File: config.mk
export PLATFORM = sky130hd
export DESIGN_NAME = font_rom_arbiter
export DESIGN_NICKNAME = d
export VERILOG_FILES = /design/src/rtl/font_rom_pkg.sv /design/src/rtl/rr_arbiter.sv /design/src/rtl/font_rom_arbiter.sv
export SDC_FILE = /design/constraint.sdc
export NUM_CORES = 1
export LEC_CHECK = 0
export ABC_CLOCK_PERIOD_IN_PS = 3800
export BUFFER_PORTS_ARGS = -buffer_cell sky130_fd_sc_hd__buf_2
export CORE_UTILIZATION = 47
export DETAILED_ROUTE_END_ITERATION = 7
export GPL_ROUTABILITY_DRIVEN = 0
export HOLD_SLACK_MARGIN = 0.06
export PLACE_DENSITY = 0.83
export SETUP_SLACK_MARGIN = 0.3
export SLEW_MARGIN = 20
export SYNTH_ARGS = -nofsm -noshare
export SYNTH_HDL_FRONTEND = slang
export SYNTH_SLANG_ARGS = --single-unit
File: constraint.sdc
create_clock -name clk_i -period 3.8 [get_ports clk_i]
set_clock_uncertainty 0.2 [all_clocks]
set_input_delay 0 -clock clk_i [delete_from_list [all_inputs] [get_ports clk_i]]
set_output_delay 0 -clock clk_i [all_outputs]
set_load 0.005 [all_outputs]
File: src/rtl/font_rom_pkg.sv
// Shared font ROM geometry and address helper for the text generators and the ROM arbiter.
package font_rom_pkg;

    localparam int unsigned FONT_ADDR_W  = 13;
    localparam int unsigned FONT_DATA_W  = 32;
    localparam int unsigned CHAR_W       = 7;
    localparam int unsigned ROW_W        = 6;
    localparam int unsigned FONT_ROM_LAT = 1;

    function automatic logic [FONT_ADDR_W-1:0] font_addr(input logic [CHAR_W-1:0] ch,
                                                         input logic [ROW_W-1:0]  row);
        return {ch, row};
    endfunction

endpackage

File: src/rtl/rr_arbiter.sv
// N-way round-robin arbiter: one-hot grant over an eligibility mask, pointer advances past winner.
module rr_arbiter #(
    parameter int unsigned N       = 3,
    parameter int unsigned PTR_RST = 0
) (
    input  logic         clk_i,
    input  logic         rst_ni,
    input  logic [N-1:0] req_i,
    output logic [N-1:0] gnt_o
);

    localparam int unsigned PTR_W = $clog2(N);

    logic [PTR_W-1:0] ptr_q, ptr_d;
    logic [PTR_W-1:0] sel;
    int unsigned      idx;
    logic             found;

    // Search starts at the pointer and wraps; first eligible requester wins.
    always_comb begin
        gnt_o = '0;
        ptr_d = ptr_q;
        found = 1'b0;
        idx   = 0;
        sel   = '0;
        for (int unsigned i = 0; i < N; i++) begin
            idx = int'(ptr_q) + i;
            if (idx >= N) begin
                idx = idx - N;
            end
            sel = PTR_W'(idx);
            if (!found && req_i[sel]) begin
                found      = 1'b1;
                gnt_o[sel] = 1'b1;
                ptr_d      = (idx == N - 1) ? '0 : PTR_W'(idx + 1);
            end
        end
    end

    always_ff @(posedge clk_i or negedge rst_ni) begin
        if (!rst_ni) begin
            ptr_q <= PTR_W'(PTR_RST);
        end else begin
            ptr_q <= ptr_d;
        end
    end

endmodule

File: src/rtl/font_rom_arbiter.sv
// Shares one synchronous font ROM between text generators: arbitrates one read per clock and
// returns each word, tagged, to its requester with fixed latency.
module font_rom_arbiter
    import font_rom_pkg::*;
#(
    parameter int unsigned N_REQ   = 3,
    parameter int unsigned ADDR_W  = FONT_ADDR_W,
    parameter int unsigned DATA_W  = FONT_DATA_W,
    parameter int unsigned ROM_LAT = FONT_ROM_LAT,
    parameter int unsigned HIPRI_0 = 1
) (
    input  logic                    clk_i,
    input  logic                    rst_ni,
    input  logic [N_REQ-1:0]        req_i,
    input  logic [N_REQ*ADDR_W-1:0] addr_i,
    output logic [N_REQ-1:0]        gnt_o,
    output logic [ADDR_W-1:0]       rom_addr_o,
    input  logic [DATA_W-1:0]       rom_data_i,
    output logic [N_REQ-1:0]        rvalid_o,
    output logic [DATA_W-1:0]       rdata_o,
    input  logic                    clr_stat_i,
    output logic [15:0]             stall_cnt_o
);

    localparam int unsigned IDX_W   = $clog2(N_REQ);
    localparam int unsigned PTR_RST = (HIPRI_0 != 0) ? 1 : 0;

    typedef struct packed {
        logic             vld;
        logic [IDX_W-1:0] idx;
    } tag_t;

    logic             hipri_hit;
    logic [N_REQ-1:0] elig;
    logic [N_REQ-1:0] rr_gnt;
    logic [IDX_W-1:0] gnt_idx;
    logic [ADDR_W-1:0] addr_q;
    tag_t             tag_q [ROM_LAT];
    tag_t             tag_exit;
    logic [N_REQ-1:0] rvalid_q;
    logic [DATA_W-1:0] rdata_q;
    logic [15:0]      stall_q, stall_d;

    // Requester 0 pre-empts the rotation without moving the pointer.
    assign hipri_hit = (HIPRI_0 != 0) && req_i[0];
    assign elig      = hipri_hit ? '0 :
                       (HIPRI_0 != 0) ? (req_i & ~N_REQ'(1)) : req_i;

    rr_arbiter #(
        .N       (N_REQ),
        .PTR_RST (PTR_RST)
    ) u_rr_arbiter (
        .clk_i  (clk_i),
        .rst_ni (rst_ni),
        .req_i  (elig),
        .gnt_o  (rr_gnt)
    );

    assign gnt_o = !rst_ni ? '0 : (hipri_hit ? N_REQ'(1) : rr_gnt);

    // Idle cycles replay the last address so the ROM bus does not toggle.
    always_comb begin
        gnt_idx    = '0;
        rom_addr_o = addr_q;
        for (int unsigned k = 0; k < N_REQ; k++) begin
            if (gnt_o[k]) begin
                gnt_idx    = IDX_W'(k);
                rom_addr_o = addr_i[k*ADDR_W +: ADDR_W];
            end
        end
    end

    assign tag_exit = tag_q[ROM_LAT-1];

    always_ff @(posedge clk_i or negedge rst_ni) begin
        if (!rst_ni) begin
            addr_q   <= '0;
            rvalid_q <= '0;
            rdata_q  <= '0;
            for (int unsigned i = 0; i < ROM_LAT; i++) begin
                tag_q[i] <= '0;
            end
        end else begin
            addr_q   <= rom_addr_o;
            tag_q[0] <= '{vld: |gnt_o, idx: gnt_idx};
            for (int unsigned i = 1; i < ROM_LAT; i++) begin
                tag_q[i] <= tag_q[i-1];
            end
            if (tag_exit.vld) begin
                rdata_q  <= rom_data_i;
                rvalid_q <= N_REQ'(1) << tag_exit.idx;
            end else begin
                rvalid_q <= '0;
            end
        end
    end

    assign rvalid_o = rvalid_q;
    assign rdata_o  = rdata_q;

    always_comb begin
        stall_d = stall_q;
        if (clr_stat_i) begin
            stall_d = '0;
        end else if (|(req_i & ~gnt_o) && (stall_q != 16'hFFFF)) begin
            stall_d = stall_q + 16'd1;
        end
    end

    always_ff @(posedge clk_i or negedge rst_ni) begin
        if (!rst_ni) begin
            stall_q <= '0;
        end else begin
            stall_q <= stall_d;
        end
    end

    assign stall_cnt_o = stall_q;

endmodule

==> results.yml <==
outcome:
  status: "finished clean"
pwr:
  clock_power_share_pct: 22.6
  finalPower_mw: 3.22
  switchingPower_mw: 1.07
  power_frac_seq_pct: 37.7
  pwr-share-comb_pct: 39.6
  power.switching_fraction_pct: 33.2
  cellLeakagePower_nw: 2.47
  peakVddDrop_uv: 353
  p_int_mw: 2.15
  pwr_density_cell_mw_per_mm2: 615
cells_and_area:
  postLayoutCellArea_mm2: 0.00524
  number_of_nets_in_the_layout: 589
  fin_util_pct: 76.2
  areaGrowthSynthToFinish_pct: 54.8
  drive_gt1_share_pct: 42.6
logic_synthesis:
  post-synth-top-area-fraction_pct: 50.3
  number_of_enable_type_register_cells_in_the_synthesized_netlist: 0
  synth_sequential_area_ratio_pct: 51.1
  postSynthAreaPerCell_um2: 11.8
  synth-xor-area-share_pct: 0
  yosys.area_share.simple_pct: 14.9
  yosys_warnings: 0
  syn-instance-count: 287
  synth.top_cells.by_area: "sky130_fd_sc_hd__dfrtp_1, sky130_fd_sc_hd__mux2_2, sky130_fd_sc_hd__a221o_1, sky130_fd_sc_hd__a22o_1, sky130_fd_sc_hd__a21oi_1"
  mappedNetlistNets: 369
  largest_family_of_logic_cells_by_synthesized_area: "compound AO/OA/AOI/OAI gates"
  synth_flop_type: "sky130_fd_sc_hd__dfrtp_1"
  synth-seq-cells: 69
  synth.lib_cells_used.distinct: 51
  yosys_top_cell_by_area: "sky130_fd_sc_hd__dfrtp_1"
  post_synth_instance_area_mm2: 0.00338
  compound_gate_fraction_of_synth_area_pct: 16.9
  synth_fa_ha_area_share_pct: 1.85
  asyncSetResetFlopFracSynth_pct: 100
  synth.area.mux_share_pct: 11.9
clock_tree:
  max-clock-path-buffers: 2
  ctsRootBufferMaster: "sky130_fd_sc_hd__clkbuf_8"
  clock_sinks: 69
  clk_pin_slew_ns: 0.08
  cts_made_buffers: 9
  htree_num_levels: 3
  tritoncts: "yes"
  worst_skew_pair.late_latency_ns: 0.34
setup_path:
  path_cells: "inv_1 > ha_2 > nor2b_1 > a31oi_1 > a211o_1 > o21ai_4 > nor3_4 > buf_4 > a221o_1 > buf_2"
  critical_path.max_fanout: 13
  crit_type: "reg -> out"
  critical-path-slowest-cell: "sky130_fd_sc_hd__dfstp_2"
  crit_required_ns: 3.60
  worstSetupEndpointType: "output port"
  cp_data_arrival_time_ns: 3.10
  delay_contributed_by_the_slowest_stage_of_the_critical_path_ns: 0.56
  setup.worst_path.start_class: "flip-flop"
sta:
  fmax_mhz: 303
  maxSlewHeadroom_pct: 42.1
  finalWorstPathRequiredPeriod_ns: 3.30
  layout_worst_path_cycle_share_pct: 86.8
  setup-tns-final_ns: 0
  timing.final.setup_violations: 0
  final_critical_path_setup_slack_ns: 0.502
  hold_vio_cnt_final: 0
  drv_slew: 0
  tightest_slew_ns: 0.868
  grt_setup_unrepaired: "no"
route:
  drt_wl_total_um: 10500
  routed_wire_length_per_instance_um: 17.3
  drt_first_pass_iters: 4
  initialDrtViolationCount: 144
  routed_vias: 3293
  drc_errors: 0
  via_per_inst: 5.41
  drtAntennaViolNets: 0
place:
  place_hpwl_um: 5730
  post_dp_cell_area_mm2: 0.00416
  buffer_ports.inserted: 143
  post_placement_setup_slack_ns: 0.379
floorplan:
  chipHeight_um: 86.8
  fp.dieArea_mm2: 0.00754
  initial_utilization_pct: 49.2
  dieWidth_um: 86.8
  design.portCount: 144
  row_count: 30
  core_region_area_mm2: 0.00687
global_routing:
  grt_pass1_vias: 3377
  grt_overflow_total: 0
  grt_max_degree: 70
  grt_util_all_layers_pct: 28.6
  first_pass_grt_wire_length_um: 16400
  antenna_violations_before_repair: 0
job:
  maxCapViolations: 0
min_path:
  type_of_the_worst_min_delay_path: "in -> reg"
[per-layer routing]
metal  track usage (%)  part of all wire (%)  vias up  wire length [um]
li1                  -                     -     1533                 -
met2              51.2                    52      170              5500
met5                 0                     0        -                 0
met3              7.14                   7.3       36               774
met4              14.1                   3.0        0               320
met1              31.5                    37     1554              3940
[power groups by stage]
stage	Combinational [mW]	Sequential, mW	Clock [mW]
6_report	1.28	1.21	0.728
5_1_grt	1.39	1.25	0.778
4_1_cts	1.23	1.19	0.743
3_5_place_dp	1.13	1.20	0
3_3_place_gp	1.10	1.18	0
2_1_floorplan	0.724	1.15	0
[flip-flops by register name, indices dropped and copies added (netlist names)]
signal,count
addr_q,13
rvalid_o,3
tag_exit,3
u_rr_arbiter.ptr_q,2
stall_cnt_o,16
rdata_o,32
[through the flow]
stage / instances / hold slack [ns]
2_1_floorplan: 287 / -0.496
3_3_place_gp: 512 / 0.0320
3_5_place_dp: 512 / 0.0350
4_1_cts: 606 / 0.213
5_1_grt: 608 / 0.221
6_report: 609 / 0.224
[cell usage in the layout (no fill, tap or decap), types with 7 or more instances in the layout]
cell	Yosys	final
sky130_fd_sc_hd__buf_4	1	7
sky130_fd_sc_hd__mux2_2	32	32
sky130_fd_sc_hd__nand2_1	7	7
sky130_fd_sc_hd__a22o_1	13	13
sky130_fd_sc_hd__a21oi_1	18	18
sky130_fd_sc_hd__dlygate4sd3_1	0	76
sky130_fd_sc_hd__nand4_1	8	8
sky130_fd_sc_hd__nand3_1	8	8
sky130_fd_sc_hd__a221o_1	13	13
sky130_fd_sc_hd__buf_2	7	143
sky130_fd_sc_hd__nor2_1	8	8
sky130_fd_sc_hd__dfrtp_1	68	67
sky130_fd_sc_hd__clkbuf_8	0	9
sky130_fd_sc_hd__o21ai_0	10	10
sky130_fd_sc_hd__or3_1	13	13
[cells in the mapped netlist, drive strengths merged (4+ instances only)]
library cell	count
nand3b	6
nand4	8
or3	13
nand2	7
a21oi	20
buf	12
inv	7
clkbuf	6
mux2	34
nand3	8
o21ai	17
dfrtp	68
a22o	13
nand2b	4
nor2	8
ha	5
nor2b	5
a221o	13
[worst max-delay path: cells and delay by family, from the launching register on]
family	cells	cell delay, ns
adder cells (fa/ha/maj)	1	0.46
flip-flops	1	0.56
AND/OR/NAND/NOR	2	0.34
AO/OA/AOI/OAI	4	1.00
buffers and inverters	3	0.40
[repair_timing]
item                                   4_1_cts  5_1_grt
gates resized for setup                      4        0
pin swaps                                    1        0
setup endpoints to repair                   13       13
hold buffers                                76        0
endpoints found under the hold margin      132        0
setup buffers                                2        2
cloned                                       0        0
[final timing paths]
kind,startpoint,end,slack (ns),cells after the start
hold / removal,rom_data_i[13],rdata_o[13]$_DFFE_PN0P_,0.22,3
setup / recovery,u_rr_arbiter.ptr_q[0]$_DFFE_PN1P_,rom_addr_o[9],0.50,10
min in group asynchronous,rst_ni,rdata_o[23]$_DFFE_PN0P_,0.26,3
max in group asynchronous,rst_ni,tag_exit[2]$_DFF_PN0_,2.52,3
hold reg to reg,tag_exit[1]$_DFF_PN0_,rvalid_o[0]$_DFF_PN0_,0.25,1
setup reg to reg,u_rr_arbiter.ptr_q[0]$_DFFE_PN1P_,stall_cnt_o[3]$_DFFE_PN0P_,0.81,9
[cell families after synthesis]
kind of cell / Yosys count
adders and majority gates: 5
DFF: 69
and+or+nand+nor: 77
muxes: 36
buffers and inverters: 25
AOI/OAI and AO/OA: 75
[cell type report]
| cell class | count | area [um^2] |
|---|---|---|
| Sequential cell | 69 | 1730 |
| Fill cell | 433 | 1630 |
| Multi-Input combinational cell | 193 | 1560 |
| Timing Repair Buffer | 227 | 1550 |
| Clock buffer | 9 | 124 |
| Clock inverter | 7 | 121 |
| Tap cell | 96 | 120 |
| Inverter | 7 | 26.3 |
| Antenna cell | 1 | 2.50 |
No activity file was read; power rests on OpenSTA's default activity.
